[config.mk]
export PLATFORM = sky130hd
export DESIGN_NAME = wb_queue
export DESIGN_NICKNAME = d
export VERILOG_FILES = /design/src/rtl/wb_queue.sv
export SDC_FILE = /design/constraint.sdc
export NUM_CORES = 1
export LEC_CHECK = 0
export ABC_AREA = 1
export BUFFER_PORTS_ARGS = -buffer_cell sky130_fd_sc_hd__buf_4
export CAP_MARGIN = 5
export CORE_MARGIN = 10
export CORE_UTILIZATION = 40
export DETAILED_ROUTE_END_ITERATION = 10
export PLACE_DENSITY = 0.71
export SYNTH_ARGS = -nofsm -noshare
export SYNTH_HDL_FRONTEND = slang
export SYNTH_SLANG_ARGS = --single-unit
[constraint.sdc]
create_clock -name clk -period 9.3 [get_ports clk]
set_clock_uncertainty 0.1 [all_clocks]
set_input_delay 1.86 -clock clk [delete_from_list [all_inputs] [get_ports clk]]
set_output_delay 1.86 -clock clk [all_outputs]
set_load 0.01 [all_outputs]
[src/rtl/wb_queue.sv]
// wb_queue: in-order write-back FIFO that owns the register-file write port, plus two bypass lookups.
// Defining WBQ_HOLD_EN adds the drain_hold input, which stalls retirement while pushes continue.
module wb_queue #(
    parameter int ADDR_WIDTH = 5,
    parameter int DATA_WIDTH = 32,
    parameter int DEPTH      = 4
) (
    input  logic                    clk,
    input  logic                    rst_n,
    input  logic                    in_valid,
    output logic                    in_ready,
    input  logic [ADDR_WIDTH-1:0]   in_addr,
    input  logic [DATA_WIDTH-1:0]   in_data,
    output logic                    rf_wen,
    output logic [ADDR_WIDTH-1:0]   rf_waddr,
    output logic [DATA_WIDTH-1:0]   rf_wdata,
    input  logic [ADDR_WIDTH-1:0]   byp_addr1,
    input  logic [ADDR_WIDTH-1:0]   byp_addr2,
    output logic                    byp_hit1,
    output logic                    byp_hit2,
    output logic [DATA_WIDTH-1:0]   byp_data1,
    output logic [DATA_WIDTH-1:0]   byp_data2,
    output logic [$clog2(DEPTH):0]  count
`ifdef WBQ_HOLD_EN
    ,
    input  logic                    drain_hold
`endif
);
    localparam int PW = $clog2(DEPTH);
    localparam int CW = PW + 1;
    localparam logic [CW-1:0] FULL = CW'(DEPTH);

    logic [ADDR_WIDTH-1:0] r_addr [DEPTH];
    logic [DATA_WIDTH-1:0] r_data [DEPTH];
    logic [PW-1:0]         r_head;
    logic [PW-1:0]         r_tail;
    logic [CW-1:0]         r_count;

    logic                  w_push;
    logic                  w_pop;
    logic                  w_hold;
    logic [DATA_WIDTH:0]   w_byp1;
    logic [DATA_WIDTH:0]   w_byp2;

`ifdef WBQ_HOLD_EN
    assign w_hold = drain_hold;
`else
    assign w_hold = 1'b0;
`endif

    // Ready depends only on current occupancy: a same-cycle pop never frees a slot early.
    assign in_ready = (r_count != FULL);
    assign w_push   = in_valid && in_ready && (in_addr != '0);
    assign rf_wen   = (r_count != '0) && !w_hold;
    assign w_pop    = rf_wen;
    assign rf_waddr = r_addr[r_head];
    assign rf_wdata = r_data[r_head];
    assign count    = r_count;

    // Scan oldest to youngest so the last match (youngest) wins; returns {hit, data}.
    function automatic logic [DATA_WIDTH:0] lookup(input logic [ADDR_WIDTH-1:0] a);
        logic [DATA_WIDTH:0] res;
        logic [PW-1:0]       idx;
        res = '0;
        for (int i = 0; i < DEPTH; i++) begin
            idx = r_head + PW'(i);
            if ((CW'(i) < r_count) && (a != '0) && (r_addr[idx] == a))
                res = {1'b1, r_data[idx]};
        end
        return res;
    endfunction

    assign w_byp1    = lookup(byp_addr1);
    assign w_byp2    = lookup(byp_addr2);
    assign byp_hit1  = w_byp1[DATA_WIDTH];
    assign byp_data1 = w_byp1[DATA_WIDTH-1:0];
    assign byp_hit2  = w_byp2[DATA_WIDTH];
    assign byp_data2 = w_byp2[DATA_WIDTH-1:0];

    always_ff @(posedge clk or negedge rst_n) begin
        if (!rst_n) begin
            r_head  <= '0;
            r_tail  <= '0;
            r_count <= '0;
        end else begin
            if (w_push)
                r_tail <= r_tail + 1'b1;
            if (w_pop)
                r_head <= r_head + 1'b1;
            case ({w_push, w_pop})
                2'b10:   r_count <= r_count + 1'b1;
                2'b01:   r_count <= r_count - 1'b1;
                default: r_count <= r_count;
            endcase
        end
    end

    // Entry storage is only meaningful below r_count, so it carries no reset.
    always_ff @(posedge clk) begin
        if (w_push) begin
            r_addr[r_tail] <= in_addr;
            r_data[r_tail] <= in_data;
        end
    end
endmodule

# Word-level counts from Yosys, hierarchy flattened
# Memory sizes are Yosys's and may differ from the RTL's.
# Cells that the tools add are included.
# word_totals
reg_bits,7
mem_bits_rw,148
memories,2
out_inout_bits,108
elab_cells,60
# classes
eq_ne,11
mux,11
n_lt_le_gt_ge,4
addsub,6
reduce_logical,23
# memory_table
memory,depth,width,read_ports,rd_ports_with_merged_regs,wr,line,text
r_data,4,32,4,0,1,34,logic [DATA_WIDTH-1:0] r_data [DEPTH];
r_addr,4,5,4,0,1,33,logic [ADDR_WIDTH-1:0] r_addr [DEPTH];
# op_table
cell,n
$mux W33,8
$eq A5 B5 Y1,8
$logic_and A1 B1 Y1,18
$reduce_bool A5 Y1,3
$lt A1 B3 Y1 const A,2
$lt A2 B3 Y1 const A,2
$pmux W3 S2,1
$add A2 B1 Y2 const B,2
$add A2 B2 Y2 const B,2
$add A3 B1 Y3 const B,1
$ne A3 B3 Y1 const B,1
$reduce_bool A3 Y1,1
$sub A3 B1 Y3 const B,1
$eq A2 B1 Y1 const B,1
$eq A2 B2 Y1 const B,1
$mux W1,2
$reduce_bool A2 Y1,1

# Logic depth before layout (Yosys ltp)
# logic_depth
ltp_word,7
depth_mapped,17
ltp_nobuf,14

# Least setup slack after synthesis
# No wires, ideal clock.
# synth_timing
path_kind,input-to-output
startpoint,input byp_addr1[4]
endpoint,output byp_data1[25]
n_path_buf,1
stages,11
path_slack_ns,4.359
t_arrival_ns,2.981
path_cell_list,inv_1 nand3_1 nor2b_1 nand2_1 nor2_2 nand3_2 buf_2 nand2_1 nand3_1 nand2_1 nand2_1
# synth_between
elab_chain_len,7
word_cells_on_any_way,17
cone_classes,eq/ne: 4; mux: 4; reduce/logical: 9
# synth_lines
item,line,text
start: declaration,17,"input logic [ADDR_WIDTH-1:0] byp_addr1,"
$reduce_bool A5 Y1,67,if ((CW'(i) < r_count) && (a != '0) && (r_addr[idx] == a))
$logic_and A1 B1 Y1 (2 in series),67,
$mux W33 (3 in series),67,
$mux W33 *,67,
end: declaration,21,"output logic [DATA_WIDTH-1:0] byp_data1,"
# Every way passes the cells marked *; elsewhere a longest branch is shown, timed or not.

# Worst setup path in the final report
# layout_timing
startpoint,register r_head[0]
endpoint,output byp_data2[19]
# layout_between
elab_chain_len,7
word_cells_on_any_way,17
cone_classes,add/sub: 3; eq/ne: 4; mux: 4; reduce/logical: 4; memory: 2
# layout_lines
item,line,text
start: declaration,35,logic [PW-1:0] r_head;
start signal: assignment,89,r_head <= r_head + 1'b1;
$add A2 B1 Y2 or $mem_v2 Z4 W5 (tied branches),--,
$mem_v2 Z4 W5 or $eq A5 B5 Y1 (tied branches),--,
$eq A5 B5 Y1 or $logic_and A1 B1 Y1 (tied branches),67,
$logic_and A1 B1 Y1 or $mux W33 (tied branches),67,
$mux W33 (2 in series),67,
$mux W33 *,67,
end: declaration,22,"output logic [DATA_WIDTH-1:0] byp_data2,"
# Marks and branches as above.

==> results.cfg <==
[synth]
number_of_enable_flip_flop_cells_after_synthesis = 148
synth_simple_gate_area_share_pct = 37.0
synthArstFlopShare_pct = 4.52
synth.largest_area_cell = edfxtp_1
synth_nets = 1940
post_synthesis_cell_area_um2 = 12100
synthDominantCellAreaShare_pct = 36.6
main_combinational_cell_family_by_area_after_synthesis = simple AND/OR/NAND/NOR gates
ys_types = 28
seq_total_area_yosys_pct = 38.1
top_reg_cell_synth = edfxtp_1
synth-xor-area-share_pct = 0.650
synth_compound_area_share_pct = 11.8
synth_area_per_cell_um2 = 6.45
synth_adder_area_share_pct = 0.928
post_synth_inst_count = 1881
synth.area.mux_share_pct = 0
yosys_warnings = 0
number_of_flip_flops_and_latches_in_the_synthesized_netlist = 155
yosys-top-cells-area = edfxtp_1 (37%), nand2_1 (21%), o21ai_0 (8.7%)

[drt]
routed_via_density = 5.23
drc_violation_total_after_the_first_tritonroute_iteration = 1228
dr.pass1.iters = 6
postRouteWirelength_mm = 38.0
route.met3.wl_mm = 2.98
drc_violation_count_after_routing = 0
top_signal_layer_used = met4
met2_wl_mm = 17.5
drt-wirelength-per-cell_um = 16.2
num_vias = 12300
final_antenna_net_count = 0
routedLengthMet1_mm = 16.7

[die]
die-area_um2 = 37700
chipHeight_um = 194
core-area_um2 = 29800
floorplan.die.width_um = 194
start_util_pct = 40.7
row_count = 63
design.portCount = 158

[cts]
cts_sinks = 155
cts-resized-gates = 0
cts_tree = yes
post_cts_setup_buffer_count = 0
htree_num_levels = 4
hold_buf_cts = 0
cts_made_buffers = 17
clock_input_transition_at_the_sequential_cells_of_the_worst_setup_and_hold_paths_ns = 0.07
clock_insertion_delay_worst_skew_ns = 0.42
clk_root_buffer_cell = clkbuf_16
cts_max_path_buffers = 2

[timing]
timing.final.hold_violations = 0
achievable_frequency_mhz = 136
setup_ws_ns = 1.94
timing.slew.headroom_pct = 28.9
worstMarginPinSlew_ns = 1.07
rsz_0062_raised_after_global_routing = no
slew_violations = 0
final.min_clock_period_ns = 7.36
setup_tns_ns = 0
timing.final.setup_violations = 0
fin_crit_sh_pct = 79.1

[critical_path]
crit_path_max_delay_cell_type = nand3_2
timing_worst_setup_path_type = flip-flop to output port
crit_buf_inv = 2
crit_chain = inv_2, nand2_1, nand2_2, nand3_1, nand3_1, nand2_1, nor2_4, nand3_2, nand2_1, nand3_1, nand2_1, nand2_1, buf_4
worst_path_most_repeated_cell = nand2_1
worst_path_max_stage_delay_ns = 0.93
critical-path-top-delay-family = simple AND/OR/NAND/NOR gates
maximum_fanout_count_along_the_critical_path = 70
cp_data_arrival_time_ns = 5.40
critPathLaunch = r_head[0]$_DFFE_PN0P_
worst-endpoint-required_ns = 7.34
cp-end-kind = output port
worst_r2r_startpoint = r_head[0]$_DFFE_PN0P_
r2r_slack_ns = 6.50
critical_path.startpoint_type = flip-flop

[worst_hold_path]
hold_class = flip-flop to flip-flop
min-delay-start = count[1]$_DFFE_PN0P_

[pwr]
post-layout-total-power_uw = 5150
power.leakage_uw = 0.00660
power_density_nw_per_um2 = 369
vdd_drop_max_uv = 165

[placement]
place_ws_ns = 2.54
place.port_buffers = 157
gp_routability_congestion = 0.934
dp_hpwl_mm = 25.0
detailed_place.area_um2 = 13400
number_of_placed_cells_counting_well_taps = 2319

[final_layout]
layout-area-overhead-vs-synth_pct = 15.1
most-common-layout-cells = nand2_1 (663), nor2_1 (227), o21ai_0 (212)
nets_finish = 2007
layout-drive-gt1-share_pct = 11.9
layout.cells.most_common = nand2_1
finalInstanceArea_um2 = 14000
finalNonFillerCells = 2352

[outcome]
status = completed

[global_route]
wire_length_of_the_first_global_routing_pass_mm = 60.0
grt_usage_pct = 19.4
grt_antenna_before_repair = 1
gr-total-overflow = 0
grt_start_max_net_pins = 132
number_of_global_route_vias_before_repair = 11100

[run]
cap_violations = 0
-- routing by layer --
layer / GRT usage (%) / vias up
li1: - / 6183
met1: 25.4 / 5512
met2: 31.7 / 548
met3: 3.67 / 56
met4: 6.05 / 0
met5: 0 / -
-- power by group --
group / internal [µW] / total (µW) / switching, µW
Clock: 379 / 692 / 313
Sequential: 923 / 1020 / 99.7
Combinational: 1060 / 3430 / 2380
-- logic make-up (layout without fill, tap and decap cells) --
| group | after synthesis | after routing |
|---|---|---|
| simple gates | 1098 | 1098 |
| buf+inv | 328 | 408 |
| compound gates | 282 | 282 |
| flops | 155 | 155 |
| fa+ha+maj | 9 | 9 |
| xor+xnor | 9 | 9 |
| other cells | 0 | 1 |
-- synth_stat cells (7+ instances only) --
cell type	n
nand2_1	664
nor2_1	233
o21ai_0	212
inv_1	200
edfxtp_1	148
nand3_1	121
nand4_1	66
buf_2	64
o21ai_1	62
clkbuf_1	32
buf_4	14
buf_1	9
ha_1	9
dfrtp_1	7
xor2_1	7
-- stage by stage --
step	utilization, %	hold WS [ns]
6_report	46.9	0.447
5_1_grt	46.9	0.504
4_1_cts	46.9	0.456
3_5_place_dp	44.9	0.439
3_3_place_gp	44.9	0.420
2_1_floorplan	-	0.449
-- registers in the layout, summed over array words and instances, names as in the netlist --
name    flops
count       3
r_addr     20
r_data    128
r_head      2
r_tail      2
-- tightest hold or removal path, stage by stage, from the launching register on --
cell,delay (ns)
dfrtp_1,0.39
nand2_1,0.06
o21ai_0,0.07
-- cell type report --
class / instances / area [µm²]
Inverter: 204 / 768
Clock inverter: 15 / 153
Fill cell: 2998 / 15800
Sequential cell: 155 / 4620
Antenna cell: 1 / 2.50
Clock buffer: 17 / 425
Multi-Input combinational cell: 1398 / 6210
Timing Repair Buffer: 172 / 1290
Tap cell: 390 / 488
-- worst paths after layout --
path                                          to  depth (start not counted)
max reg2reg                r_head[1]$_DFFE_PN0P_                          5
max in group asynchronous  r_head[0]$_DFFE_PN0P_                          1
min in group asynchronous   count[1]$_DFFE_PN0P_                          1
min                         count[1]$_DFFE_PN0P_                          2
max                                byp_data2[19]                         13
min reg2reg                 count[1]$_DFFE_PN0P_                          2
Power figures use the tool's default switching activity.
